`src/rtl/data_mem_lsu_if.sv`:
```
// Byte-wide handshaked memory bus between the load/store unit (master) and memory (slave).
// A byte moves in any cycle where bus_req and bus_ack are both high.
interface data_mem_lsu_if;
  logic        bus_req;
  logic        bus_we;
  logic [31:0] bus_addr;
  logic [7:0]  bus_wdata;
  logic [7:0]  bus_rdata;
  logic        bus_ack;

  modport master (
    output bus_req,
    output bus_we,
    output bus_addr,
    output bus_wdata,
    input  bus_rdata,
    input  bus_ack
  );

  modport slave (
    input  bus_req,
    input  bus_we,
    input  bus_addr,
    input  bus_wdata,
    output bus_rdata,
    output bus_ack
  );
endinterface

```
`src/rtl/data_mem_lsu.sv`:
```
// Load/store unit: splits b/h/w accesses into little-endian byte transfers on the byte bus,
// stalls the datapath meanwhile and returns sign/zero-extended load data.
module data_mem_lsu #(
  parameter int TIMEOUT = 255
) (
  input  logic                  clk,
  input  logic                  rst_n,
  input  logic                  MemRead_i,
  input  logic                  MemWrite_i,
  input  logic [2:0]            RW_type_i,
  input  logic [31:0]           addr_i,
  input  logic [31:0]           wdata_i,
  output logic [31:0]           rdata_o,
  output logic                  stall_o,
  output logic                  err_o,
  data_mem_lsu_if.master        bus
);

  typedef enum logic [1:0] {
    IDLE,
    XFER,
    DONE
  } state_e;

  localparam logic [7:0] TMO_LAST = 8'(TIMEOUT - 1);

  state_e      state_q, state_d;
  logic [31:0] addr_q, addr_d;
  logic [31:0] wdata_q, wdata_d;
  logic [2:0]  type_q, type_d;
  logic        dir_q, dir_d;
  logic [1:0]  cnt_q, cnt_d;
  logic [7:0]  tmo_q, tmo_d;
  logic [31:0] asm_q, asm_d;
  logic [31:0] rdata_q, rdata_d;
  logic        err_q, err_d;

  logic        req;
  logic        legal;
  logic        lastByte;
  logic [1:0]  lastCnt;
  logic [31:0] asmNext;
  logic        stallComb;

  function automatic logic loadTypeOk(input logic [2:0] t);
    case (t)
      3'b000, 3'b001, 3'b010, 3'b100, 3'b101: loadTypeOk = 1'b1;
      default:                                loadTypeOk = 1'b0;
    endcase
  endfunction

  function automatic logic storeTypeOk(input logic [2:0] t);
    case (t)
      3'b000, 3'b001, 3'b010: storeTypeOk = 1'b1;
      default:                storeTypeOk = 1'b0;
    endcase
  endfunction

  function automatic logic [31:0] extendLoad(input logic [31:0] a, input logic [2:0] t);
    case (t)
      3'b000:  extendLoad = {{24{a[7]}}, a[7:0]};
      3'b001:  extendLoad = {{16{a[15]}}, a[15:0]};
      3'b100:  extendLoad = {24'h000000, a[7:0]};
      3'b101:  extendLoad = {16'h0000, a[15:0]};
      default: extendLoad = a;
    endcase
  endfunction

  always_ff @(posedge clk or negedge rst_n) begin
    if (!rst_n) begin
      state_q <= IDLE;
      addr_q  <= '0;
      wdata_q <= '0;
      type_q  <= '0;
      dir_q   <= 1'b0;
      cnt_q   <= '0;
      tmo_q   <= '0;
      asm_q   <= '0;
      rdata_q <= '0;
      err_q   <= 1'b0;
    end else begin
      state_q <= state_d;
      addr_q  <= addr_d;
      wdata_q <= wdata_d;
      type_q  <= type_d;
      dir_q   <= dir_d;
      cnt_q   <= cnt_d;
      tmo_q   <= tmo_d;
      asm_q   <= asm_d;
      rdata_q <= rdata_d;
      err_q   <= err_d;
    end
  end

  always_comb begin
    req   = MemRead_i | MemWrite_i;
    legal = req && !(MemRead_i && MemWrite_i) &&
            (MemRead_i ? loadTypeOk(RW_type_i) : storeTypeOk(RW_type_i));

    case (type_q[1:0])
      2'b00:   lastCnt = 2'd0;
      2'b01:   lastCnt = 2'd1;
      default: lastCnt = 2'd3;
    endcase
    lastByte = (cnt_q == lastCnt);

    // Assembly register as it will look once the byte on the bus is captured.
    asmNext = asm_q;
    asmNext[{cnt_q, 3'b000} +: 8] = bus.bus_rdata;

    state_d   = state_q;
    addr_d    = addr_q;
    wdata_d   = wdata_q;
    type_d    = type_q;
    dir_d     = dir_q;
    cnt_d     = cnt_q;
    tmo_d     = tmo_q;
    asm_d     = asm_q;
    rdata_d   = rdata_q;
    err_d     = 1'b0;
    stallComb = 1'b0;

    bus.bus_req   = 1'b0;
    bus.bus_we    = 1'b0;
    bus.bus_addr  = '0;
    bus.bus_wdata = '0;

    case (state_q)
      IDLE: begin
        stallComb = legal;
        if (legal) begin
          addr_d  = addr_i;
          wdata_d = wdata_i;
          type_d  = RW_type_i;
          dir_d   = MemWrite_i;
          cnt_d   = 2'd0;
          tmo_d   = 8'd0;
          state_d = XFER;
        end else if (req) begin
          err_d = 1'b1;
        end
      end

      XFER: begin
        stallComb     = 1'b1;
        bus.bus_req   = 1'b1;
        bus.bus_we    = dir_q;
        bus.bus_addr  = addr_q + {30'd0, cnt_q};
        bus.bus_wdata = wdata_q[{cnt_q, 3'b000} +: 8];
        if (bus.bus_ack) begin
          tmo_d = 8'd0;
          if (!dir_q) begin
            asm_d = asmNext;
          end
          if (lastByte) begin
            state_d = DONE;
            if (!dir_q) begin
              rdata_d = extendLoad(asmNext, type_q);
            end
          end else begin
            cnt_d = cnt_q + 2'd1;
          end
        end else if (tmo_q == TMO_LAST) begin
          // Abandoned access: rdata keeps its previous value.
          err_d   = 1'b1;
          state_d = DONE;
        end else begin
          tmo_d = tmo_q + 8'd1;
        end
      end

      DONE: begin
        state_d = IDLE;
      end

      default: begin
        state_d = IDLE;
      end
    endcase
  end

  // Stall is combinational in IDLE, so it is gated to stay low while reset is held.
  assign stall_o = stallComb & rst_n;
  assign rdata_o = rdata_q;
  assign err_o   = err_q;

endmodule

```
`src/flat_wrapper.sv`:
```
// flat-port wrapper written by rule: the top's interface ports become plain ports
module data_mem_lsu_flat 
#(
  parameter int TIMEOUT = 255
)
  (clk, rst_n, MemRead_i, MemWrite_i, RW_type_i, addr_i, wdata_i, rdata_o, stall_o, err_o, bus_bus_req, bus_bus_we, bus_bus_addr, bus_bus_wdata, bus_bus_rdata, bus_bus_ack);
  data_mem_lsu_if bus_i ();
  input  logic clk;
  input  logic rst_n;
  input  logic MemRead_i;
  input  logic MemWrite_i;
  input  logic [2:0] RW_type_i;
  input  logic [31:0] addr_i;
  input  logic [31:0] wdata_i;
  output logic [31:0] rdata_o;
  output logic stall_o;
  output logic err_o;
  output wire logic [$bits(bus_i.bus_req)-1:0] bus_bus_req;
  output wire logic [$bits(bus_i.bus_we)-1:0] bus_bus_we;
  output wire logic [$bits(bus_i.bus_addr)-1:0] bus_bus_addr;
  output wire logic [$bits(bus_i.bus_wdata)-1:0] bus_bus_wdata;
  input wire logic [$bits(bus_i.bus_rdata)-1:0] bus_bus_rdata;
  input wire logic [$bits(bus_i.bus_ack)-1:0] bus_bus_ack;
  assign bus_bus_req = bus_i.bus_req;
  assign bus_bus_we = bus_i.bus_we;
  assign bus_bus_addr = bus_i.bus_addr;
  assign bus_bus_wdata = bus_i.bus_wdata;
  assign bus_i.bus_rdata = bus_bus_rdata;
  assign bus_i.bus_ack = bus_bus_ack;
  data_mem_lsu #(.TIMEOUT(TIMEOUT)) u_core (.clk(clk), .rst_n(rst_n), .MemRead_i(MemRead_i), .MemWrite_i(MemWrite_i), .RW_type_i(RW_type_i), .addr_i(addr_i), .wdata_i(wdata_i), .rdata_o(rdata_o), .stall_o(stall_o), .err_o(err_o), .bus(bus_i));
endmodule
```
`config.mk`:
```
export PLATFORM = sky130hd
export DESIGN_NAME = data_mem_lsu_flat
export DESIGN_NICKNAME = d
export VERILOG_FILES = /design/src/rtl/data_mem_lsu_if.sv /design/src/rtl/data_mem_lsu.sv /design/src/flat_wrapper.sv
export SDC_FILE = /design/constraint.sdc
export NUM_CORES = 1
export LEC_CHECK = 0
export CAP_MARGIN = 20
export CORE_MARGIN = 3
export CORE_UTILIZATION = 51
export CTS_CLUSTER_DIAMETER = 80
export CTS_CLUSTER_SIZE = 25
export DETAILED_ROUTE_END_ITERATION = 10
export PLACE_DENSITY = 0.91
export SLEW_MARGIN = 20
export SYNTH_ARGS = -nofsm -noshare
export SYNTH_HDL_FRONTEND = slang
export SYNTH_SLANG_ARGS = --single-unit
```
`constraint.sdc`:
```
create_clock -name clk -period 3.9 [get_ports clk]
set_input_delay 0.78 -clock clk [delete_from_list [all_inputs] [get_ports clk]]
set_output_delay 0.78 -clock clk [all_outputs]
set_load 0.02 [all_outputs]
```
==> flow_summary_export.csv, run 1 <==
group,metric,value,unit
outcome,outcome,"completed",
timing,skew,0.005124,ns
floorplanning,die-area,0.01574,mm^2
synthesis,synth_area,0.007278,mm^2
finish,antenna_cells,0,
cts,postCtsHoldBufs,0,
detailed_routing,drc,0,
floorplanning,die_w,125.5,um
timing,rsz0062_at_grt,"true",
timing,max_slew_margin,33.08,%
timing,tightest_slew,1.002,ns
global_route,grtUsageTotal,24.12,%
critical_path,worst_ep_required_time,3.12,ns
cts,htreeDepth,4,
cts,clock_latency,0.42,ns
critical_path,crit_path_cell_trace,"ha_1 > fa_2 > nand4_4 > or4_4 > or4_1 > a21oi_1 > dlygate4sd2_1",
timing,whs,0.4762,ns
placement,placed_cells,993,
finish,fill_cells,974,
critical_path,worstPathArrival,3.05,ns
cts,cts_max_path_buffers,2,
timing,slew_violations,0,
synthesis,synth_edf_count,0,
global_route,grt_pass1_wl,30590,um
power,p_leak,4.080,nW
finish,drive_gt1_share,16.37,%
timing,fmax,0.2614,GHz
critical_path,cp-start-kind,"flip-flop",
cts,cts_sinks,145,
critical_path,critical_path_buf_inv_count,1,
global_route,grt_max_degree,75,
floorplanning,die_height,125.5,um
detailed_routing,via_per_inst,5.973,
floorplanning,core-area,0.01393,mm^2
detailed_routing,ant_nets,0,
synthesis,synth_top_area_share,49.85,%
detailed_routing,dr_total_vias,6146,
floorplanning,start_util,52.23,%
power,finalPower,7.958,mW
timing,setup_viol,0,
cts,cts_root_buffer,"clkbuf_16",
detailed_routing,post_drt_wl_per_cell,18.44,um
global_route,grt_pass1_vias,6021,
finish,layout.cells.non_filler,1029,
critical_path,cp-end-kind,"output pin",
synthesis,synthTopCellsByArea,"dfrtp_1 (50%), mux2_2 (11%), a21oi_1 (4.3%), nor2_1 (2.8%), mux4_2 (2.5%)",
synthesis,ys_warn_count,0,
synthesis,synth_async_sr_flop_share,100.0,%
power,p_per_area,820.8,mW/mm^2
timing,min_period,3.826,ns
placement,placed_cell_area,0.009037,mm^2
synthesis,synth_ff_type,"dfrtp_1",
finish,final_common_cell,"dfrtp_1",
timing,final-hold-violation-count,0,
cts,clk_pin_slew,0.05,ns
finish,final_area,0.009696,mm^2
critical_path,critPathTopFamily,"simple AND/OR/NAND/NOR gates",
critical_path,worstPathMaxFanout,8,
power,irDropWorstVdd,0.4901,mV
worst_hold_path,min_path_type,"flip-flop to flip-flop",
finish,syn2layout_area_growth,33.21,%
synthesis,synth_top_area_cell,"dfrtp_1",
floorplanning,num_rows,43,
cts,cts_buffers,17,
placement,dpl.hpwl,12760,um
synthesis,ys_ff_latch,145,
placement,io_buffers,155,
synthesis,synth_cell_types,52,
synthesis,ys_seq_area_share,49.85,%
critical_path,cpMaxStageDelayCell,"or4_4",
critical_path,cpPeakStageDelay,0.63,ns
timing,period_share,98.10,%
synthesis,syn-num-nets,771,
floorplanning,top_level_ports,156,
finish,regArea,0.003628,mm^2
finish,multiInputGateArea,0.003476,mm^2
cts,cts_tree,"built",
synthesis,synthCells,680,
placement,place.gp.congestion,0.8244,
global_route,antenna_found_initial,0,
synthesis,syn_area_per_cell,10.70,um^2
finish,num-nets-final,927,
finish,final_cell_mix,"dfrtp_1 (145), clkdlybuf4s50_1 (140), mux2_2 (68)",
global_route,gr-total-overflow,0,
detailed_routing,drtPass1Iterations,5,
run,drv_cap,0,
critical_path,critPathKind,"flip-flop to output pin",
detailed_routing,routed_wl,18970,um
detailed_routing,drt_iter0_markers,597,
[registers in the layout, indices dropped and copies added, names as in the netlist]
signal / cells
u_core.asm_q: 32
u_core.addr_q: 32
u_core.err_o: 1
u_core.rdata_o: 32
u_core.tmo_q: 8
u_core.wdata_q: 32
u_core.dir_q: 1
u_core.type_q: 3
u_core.cnt_q: 2
u_core.state_q: 2
[power by group]
group,switching (mW),internal [mW]
sequential,0.576,2.15
combinational,1.84,1.75
clock,0.605,1.04
total,3.03,4.93
[path summary, 6_finish.rpt]
path	start	to	slack, ns	depth (start not counted)
worst max register to register	u_core.cnt_q[0]	u_core.asm_q[20]	1.06	6
worst max-delay path	u_core.cnt_q[0]	bus_bus_addr[30]	0.07	7
min in group asynchronous	rst_n	u_core.wdata_q[25]	0.58	2
worst min register to register	u_core.rdata_o[2]	u_core.rdata_o[2]	0.48	2
worst min-delay path	u_core.rdata_o[2]	u_core.rdata_o[2]	0.48	2
max in group asynchronous	rst_n	u_core.addr_q[2]	1.90	3
[per-layer routing]
metal / GRT usage, % / wire length, um
met4: 9.120 / 488
met1: 30.26 / 7671
met2: 38.86 / 8996
met3: 8.202 / 1813
met5: 0 / 0
[per-stage QoR]
stage / setup WS (ns) / util, % / TNS [ns]
4_1_cts: 0.02119 / 69.12 / 0
3_5_place_dp: 0.2153 / 64.86 / 0
5_1_grt: -0.01182 / 69.58 / -0.02637
6_report: 0.07413 / 69.58 / 0
2_1_floorplan: 0.7763 / - / 0
3_3_place_gp: 0.2524 / 64.86 / 0
[synth_stat cells (all sizes together), types with 8 or more instances]
library cell,instances
a21oi,62
a22o,18
a22oi,10
a32o,9
and2,19
buf,13
clkbuf,25
dfrtp,145
ha,10
inv,18
mux2,68
mux4,8
nand2,40
nand3,12
nand4,10
nor2,54
nor2b,16
o21ai,33
o31ai,19
or4,18
xnor2,8
[cell type report]
type	instances	share of cell area, %
flip-flops and latches	145	37.42
multi-input cells	480	35.85
repair buffers	174	17.54
clock buffers	22	4.788
well taps	180	2.323
clock inverters	10	1.381
inverters	18	0.6969
[worst register-to-register path, stage by stage (launching register included)]
cell	delay (ns)
dfrtp_1	0.34
buf_4	0.30
inv_1	0.17
ha_1	0.40
nor3b_1	0.87
and3_1	0.47
a22o_1	0.21
[cell families (layout without fill, tap and decap cells)]
kind of cell,Yosys count,in the layout,share of synthesized area (%)
xor gates and xnor gates,9,9,1.083
muxes,77,77,13.13
buffers and inverters,56,224,3.043
AOI/OAI and AO/OA,168,168,15.04
and+or+nand+nor,214,215,15.85
adders and majority gates,11,11,1.994
DFF,145,145,49.85
[timing repair]
| action | CTS | global route |
|---|---|---|
| endpoints found under the setup margin | 17 | 9 |
| resized for setup | 7 | 14 |
| cloned | 0 | 1 |
| buffers inserted | 0 | 3 |
| pin swaps | 1 | 2 |
Power figures use the tool's default switching activity.
==> run 2, diff against run 1 <==
--- a/config.mk
+++ b/config.mk
@@ -6,12 +6,11 @@
 export NUM_CORES = 1
 export LEC_CHECK = 0
 export CAP_MARGIN = 20
-export CORE_MARGIN = 3
-export CORE_UTILIZATION = 51
+export CORE_UTILIZATION = 35
 export CTS_CLUSTER_DIAMETER = 80
 export CTS_CLUSTER_SIZE = 25
 export DETAILED_ROUTE_END_ITERATION = 10
-export PLACE_DENSITY = 0.91
+export PLACE_DENSITY = 0.7
 export SLEW_MARGIN = 20
 export SYNTH_ARGS = -nofsm -noshare
 export SYNTH_HDL_FRONTEND = slang
==> run 2 against run 1 <==
Net effect: clock skew grew 0.0030 ns; total power grew 0.61%; routed wire length shrank 1.7%; non-clock buffer count shrank 3; highest routed layer unchanged.
==> flow_summary_export.csv, run 2 (same netlist as run 1, synthesis figures left out) <==
group,metric,value,unit
outcome,outcome,"completed",
critical_path,worstPathMaxFanout,8,
critical_path,ff2ff_setup_slack,1.30,ns
timing,max_slew_margin,49.16,%
cts,cts_buffers,17,
power,p_int,5.028,mW
global_route,grt_max_degree,53,
power,p_per_area,816.1,mW/mm^2
cts,htreeDepth,4,
cts,postCtsSetupRepairBufs,0,
floorplanning,core-area,0.02030,mm^2
global_route,grt_pass1_vias,5740,
finish,multiInputGateArea,0.003481,mm^2
power,irDropWorstVdd,0.4100,mV
global_route,grt_pass1_wl,30270,um
timing,skew,0.008137,ns
power,netSwitchingFraction,37.20,%
floorplanning,die_height,146.2,um
floorplanning,top_level_ports,156,
global_route,grtUsageTotal,18.01,%
cts,cts_max_path_buffers,2,
detailed_routing,ant_nets,0,
worst_hold_path,min_path_type,"input port to asynchronous set/reset pin",
critical_path,cp-start-kind,"flip-flop",
timing,setup_viol,0,
timing,rsz0062_at_grt,"false",
critical_path,critPathKind,"flip-flop to output pin",
floorplanning,die_w,146.2,um
placement,dpl.hpwl,12720,um
detailed_routing,drc,0,
critical_path,r2r_cells,8,
cts,postCtsHoldBufs,0,
critical_path,cpMaxStageDelayCell,"or4_1",
global_route,gr-total-overflow,0,
cts,cts_root_buffer,"clkbuf_16",
cts,cts_tree,"built",
timing,fmax,0.2672,GHz
critical_path,startpoint,"u_core.cnt_q[0]",
placement,placed_cell_area,0.009159,mm^2
cts,clock_latency,0.42,ns
power,p_seq_share,33.7,%
critical_path,worst_ep_required_time,3.12,ns
global_route,antenna_found_initial,0,
detailed_routing,drt_iter0_markers,285,
finish,utilization,48.33,%
power,p_leak,4.039,nW
critical_path,cp-end-kind,"output pin",
finish,fill_cells,1910,
detailed_routing,drtPass1Iterations,6,
detailed_routing,dr_total_vias,5917,
detailed_routing,routed_wl,18660,um
timing,fin_setup_tns,0,ns
placement,place.gp.congestion,0.8109,
timing,period_share,95.97,%
critical_path,cpPeakStageDelay,0.53,ns
run,drv_cap,0,
critical_path,rr_endpoint,"u_core.rdata_o[17]",
detailed_routing,via_per_inst,5.311,
finish,drive_gt1_share,16.11,%
cts,cts_sinks,145,
finish,layout.cells.non_filler,1114,
timing,min_period,3.743,ns
floorplanning,die-area,0.02138,mm^2
timing,whs,0.2805,ns
critical_path,crit_path_cell_trace,"ha_1 > fa_1 > nand4_4 > or4_4 > or4_1 > a21oi_1 > dlygate4sd2_1",
power,p_switching,2.978,mW
finish,num-nets-final,924,
placement,placed_cells,1083,
finish,final_cell_mix,"dfrtp_1 (145), clkdlybuf4s50_1 (137), mux2_2 (68)",
finish,final_common_cell,"dfrtp_1",
power,clkPwrFrac,22.1,%
finish,antenna_cells,0,
finish,regArea,0.003628,mm^2
detailed_routing,post_drt_wl_per_cell,16.75,um
timing,slew_violations,0,
finish,syn2layout_area_growth,34.79,%
cts,clk_pin_slew,0.06,ns
critical_path,r2r-start,"u_core.cnt_q[0]",
timing,tightest_slew,0.7626,ns
floorplanning,start_util,35.85,%
timing,final-hold-violation-count,0,
placement,io_buffers,155,
power,combPwrFrac,44.2,%
floorplanning,num_rows,52,
finish,final_area,0.009811,mm^2
critical_path,worstPathArrival,2.96,ns
==> run 2: what timing repair did <==
action	4_1_cts	5_1_grt
cloned	0	1
gates resized for setup	14	9
endpoints found under the setup margin	14	10
pin swaps	0	1
==> run 2: metrics by stage <==
step | worst slack, ns | total power, mW
floorplan | 0.7763 | 4.808
global placement | 0.2585 | 6.212
detailed placement | 0.2038 | 6.298
CTS | 0.01414 | 8.071
global route | 0.01522 | 8.537
finish | 0.1572 | 8.007
==> run 2: power by group through the flow <==
stage / registers (mW) / logic (mW) / clock network [mW]
after floorplan: 2.74 / 2.07 / 0
after global placement: 2.67 / 3.54 / 0
after detailed placement: 2.71 / 3.59 / 0
after CTS: 2.69 / 3.57 / 1.81
after global routing: 2.80 / 3.86 / 1.87
final: 2.70 / 3.54 / 1.77
==> run 2: final cells by class <==
| type | count | share of cell area [%] |
|---|---|---|
| clock inverters | 10 | 1.875 |
| inverters | 18 | 0.6887 |
| well taps | 270 | 3.443 |
| multi-input cells | 480 | 35.48 |
| flip-flops and latches | 145 | 36.99 |
| clock buffers | 20 | 4.655 |
| repair buffers | 171 | 16.87 |
==> run 2: how the worst max path moves through the flow <==
stage,slack (ns),endpoint
detailed placement,0.20,bus_bus_addr[26]
global placement,0.26,bus_bus_addr[26]
global route,0.02,bus_bus_addr[30]
floorplan,0.78,bus_bus_addr[16]
finish,0.16,bus_bus_addr[30]
CTS,0.01,bus_bus_addr[26]
==> run 2: metal layers <==
| layer | share of wire [%] | track usage (%) | vias to the layer above |
|---|---|---|---|
| li1 | - | - | 2805 |
| met3 | 7.2 | 5.563 | 22 |
| met1 | 45 | 23.40 | 2885 |
| met4 | 1.4 | 5.000 | 0 |
| met5 | 0 | 0 | - |
| met2 | 46 | 28.95 | 205 |
==> run 2: critical path: cells and delay by family (launching register included) <==
family,cells,cell delay [ns]
simple gates,3,1.20
fa+ha+maj,2,0.48
flops,1,0.35
compound gates,1,0.16
buf+inv,1,0.35
==> run 3, diff against run 2 <==
--- a/config.mk
+++ b/config.mk
@@ -6,6 +6,7 @@
 export NUM_CORES = 1
 export LEC_CHECK = 0
 export CAP_MARGIN = 20
+export CORE_MARGIN = 5
 export CORE_UTILIZATION = 35
 export CTS_CLUSTER_DIAMETER = 80
 export CTS_CLUSTER_SIZE = 25
==> constraint.sdc (replaced) <==
create_clock -name clk -period 3.9 [get_ports clk]
set_input_delay 0.78 -clock clk [delete_from_list [all_inputs] [get_ports clk]]
set_output_delay 0.78 -clock clk [all_outputs]
set_load 0.01 [all_outputs]
==> run 3 against run 2 <==
Net effect: count of clock-buffer cells in the layout shrank 3; die area is 11% higher; largest cell class unchanged; hold slack worse by 0.055 ns; clock skew grew 0.0022 ns.
==> flow_summary_export.csv, run 3 (same netlist as run 1, synthesis figures left out) <==
group,metric,value,unit
floorplanning,die_w,154.2,um
finish,final_area,0.009811,mm^2
cts,clk_pin_slew,0.07,ns
critical_path,worstPathMaxFanout,10,
floorplanning,start_util,35.74,%
global_route,grt_pass1_vias,5942,
placement,io_buffers,155,
detailed_routing,drtPass1Iterations,5,
detailed_routing,post_drt_wl_per_cell,17.60,um
timing,fmax,0.2650,GHz
floorplanning,die-area,0.02378,mm^2
finish,num-nets-final,930,
detailed_routing,drt_iter0_markers,289,
critical_path,endpoint,"bus_bus_addr[31]",
cts,cts_buffers,17,
timing,setup_viol,0,
timing,final-hold-violation-count,0,
finish,fill_cells,1877,
detailed_routing,drc,0,
timing,tightest_slew,1.060,ns
critical_path,critPathKind,"flip-flop to output pin",
floorplanning,die_height,154.2,um
critical_path,cp-end-kind,"output pin",
cts,cts_sinks,145,
critical_path,rr_endpoint,"u_core.asm_q[23]",
placement,placed_cells,1083,
detailed_routing,ant_nets,0,
cts,cts_tree,"built",
critical_path,cpMaxStageDelayCell,"or4_4",
finish,final_cell_mix,"clkdlybuf4s50_1 (149), dfrtp_1 (145), mux2_2 (68)",
critical_path,cpPeakStageDelay,0.62,ns
critical_path,r2r-start,"u_core.cnt_q[0]",
timing,slew_violations,0,
global_route,grt_pass1_wl,31440,um
floorplanning,num_rows,52,
cts,htreeDepth,4,
worst_hold_path,min_path_type,"input port to asynchronous set/reset pin",
critical_path,crit_path_cell_trace,"nand3_1 > or4_4 > or4_1 > a21oi_1 > clkdlybuf4s50_1",
detailed_routing,via_per_inst,5.329,
critical_path,worstPathArrival,2.99,ns
critical_path,worst_ep_required_time,3.12,ns
timing,fin_setup_tns,0,ns
global_route,grtUsageTotal,16.57,%
outcome,outcome,"completed",
placement,dpl.hpwl,13530,um
critical_path,cp-start-kind,"flip-flop",
finish,syn2layout_area_growth,34.79,%
timing,rsz0062_at_grt,"false",
placement,place.gp.congestion,0.8161,
run,drv_cap,0,
floorplanning,top_level_ports,156,
power,p_per_area,773.9,mW/mm^2
finish,layout.cells.non_filler,1123,
floorplanning,core-area,0.02036,mm^2
global_route,grt_max_degree,68,
finish,final_common_cell,"clkdlybuf4s50_1",
timing,whs,0.2260,ns
timing,min_period,3.774,ns
detailed_routing,routed_wl,19770,um
cts,cts_root_buffer,"clkbuf_16",
critical_path,r2r_cells,6,
global_route,antenna_found_initial,3,
power,irDropWorstVdd,0.4602,mV
finish,drive_gt1_share,17.14,%
cts,cts_max_path_buffers,2,
power,p_leak,3.951,nW
timing,skew,0.01033,ns
cts,clock_latency,0.44,ns
power,finalPower,7.593,mW
placement,placed_cell_area,0.009163,mm^2
detailed_routing,dr_total_vias,5985,
timing,period_share,96.77,%
timing,max_slew_margin,29.19,%
critical_path,startpoint,"u_core.addr_q[2]",
global_route,gr-total-overflow,0,
critical_path,ff2ff_setup_slack,1.03,ns
[run 3: changes by cell type in the layout (fill, tap and decap cells not counted), sizes merged]
cell	before	now
clkdlybuf4s50	137	149
dlymetal6s2s	3	0
inv	18	24
buf	17	22
clkinvlp	2	5
diode	0	1
dlygate4sd2	12	4
bufinv	5	1
or4	19	20
clkbuf	22	18
[run 3: cell type report]
type                            instances  area [um^2]  share of cell area [%]
Multi-Input combinational cell        481         3487                   35.54
Timing Repair Buffer                  176         1713                   17.46
Clock buffer                           17        425.4                   4.336
Antenna cell                            1        2.502                 0.02551
Clock inverter                         15        148.9                   1.518
Sequential cell                       145         3628                   36.99
Inverter                               18        67.56                  0.6887
Tap cell                              270        337.8                   3.443
[run 3: worst min path at each step]
stage | endpoint | slack, ns | from
3_5_place_dp | u_core.rdata_o[2] | 0.48 | u_core.rdata_o[2]
2_1_floorplan | u_core.asm_q[26] | 0.46 | u_core.asm_q[26]
5_1_grt | u_core.rdata_o[4] | 0.24 | rst_n
4_1_cts | u_core.asm_q[3] | 0.23 | rst_n
6_report | u_core.rdata_o[4] | 0.23 | rst_n
3_3_place_gp | u_core.rdata_o[4] | 0.46 | u_core.rdata_o[4]
[run 3: worst max-delay path, delay by kind of cell (launching register included)]
kind	cells	cell delay (ns)
flip-flops	1	0.48
AO/OA/AOI/OAI	1	0.16
buffers and inverters	1	0.55
AND/OR/NAND/NOR	3	1.37
[run 3: timing repair]
action                                 in CTS  in global routing
pin swaps                                   2                  2
setup endpoints to repair                  17                 11
endpoints found under the hold margin       0                  0
hold buffers                                0                  0
setup buffers                               3                  2
gates resized for setup                     8                  4
cloned                                      1                  1
[run 3: where the power goes]
part	internal [mW]	leakage, nW	total, mW	switching, mW
Sequential	2.15	1.78	2.70	0.549
Combinational	1.77	1.91	3.29	1.53
Clock	0.893	0.265	1.60	0.710
[run 3: through the flow]
| stage | worst slack (ns) | utilization, % |
|---|---|---|
| 6_report | 0.1258 | 48.18 |
| 3_3_place_gp | 0.2942 | 44.96 |
| 3_5_place_dp | 0.2845 | 44.99 |
| 4_1_cts | 0.01024 | 48.01 |
| 2_1_floorplan | 0.9172 | - |
| 5_1_grt | 0.007427 | 48.18 |
[run 3: per-layer routing]
layer | part of all wire (%) | wire (um) | up-vias | track usage, %
li1 | - | - | 2830 | -
met1 | 43 | 8537 | 2905 | 21.59
met2 | 45 | 8841 | 216 | 24.71
met3 | 10 | 1984 | 30 | 7.153
met4 | 1.9 | 382 | 4 | 5.845
met5 | 0.11 | 21 | - | 0
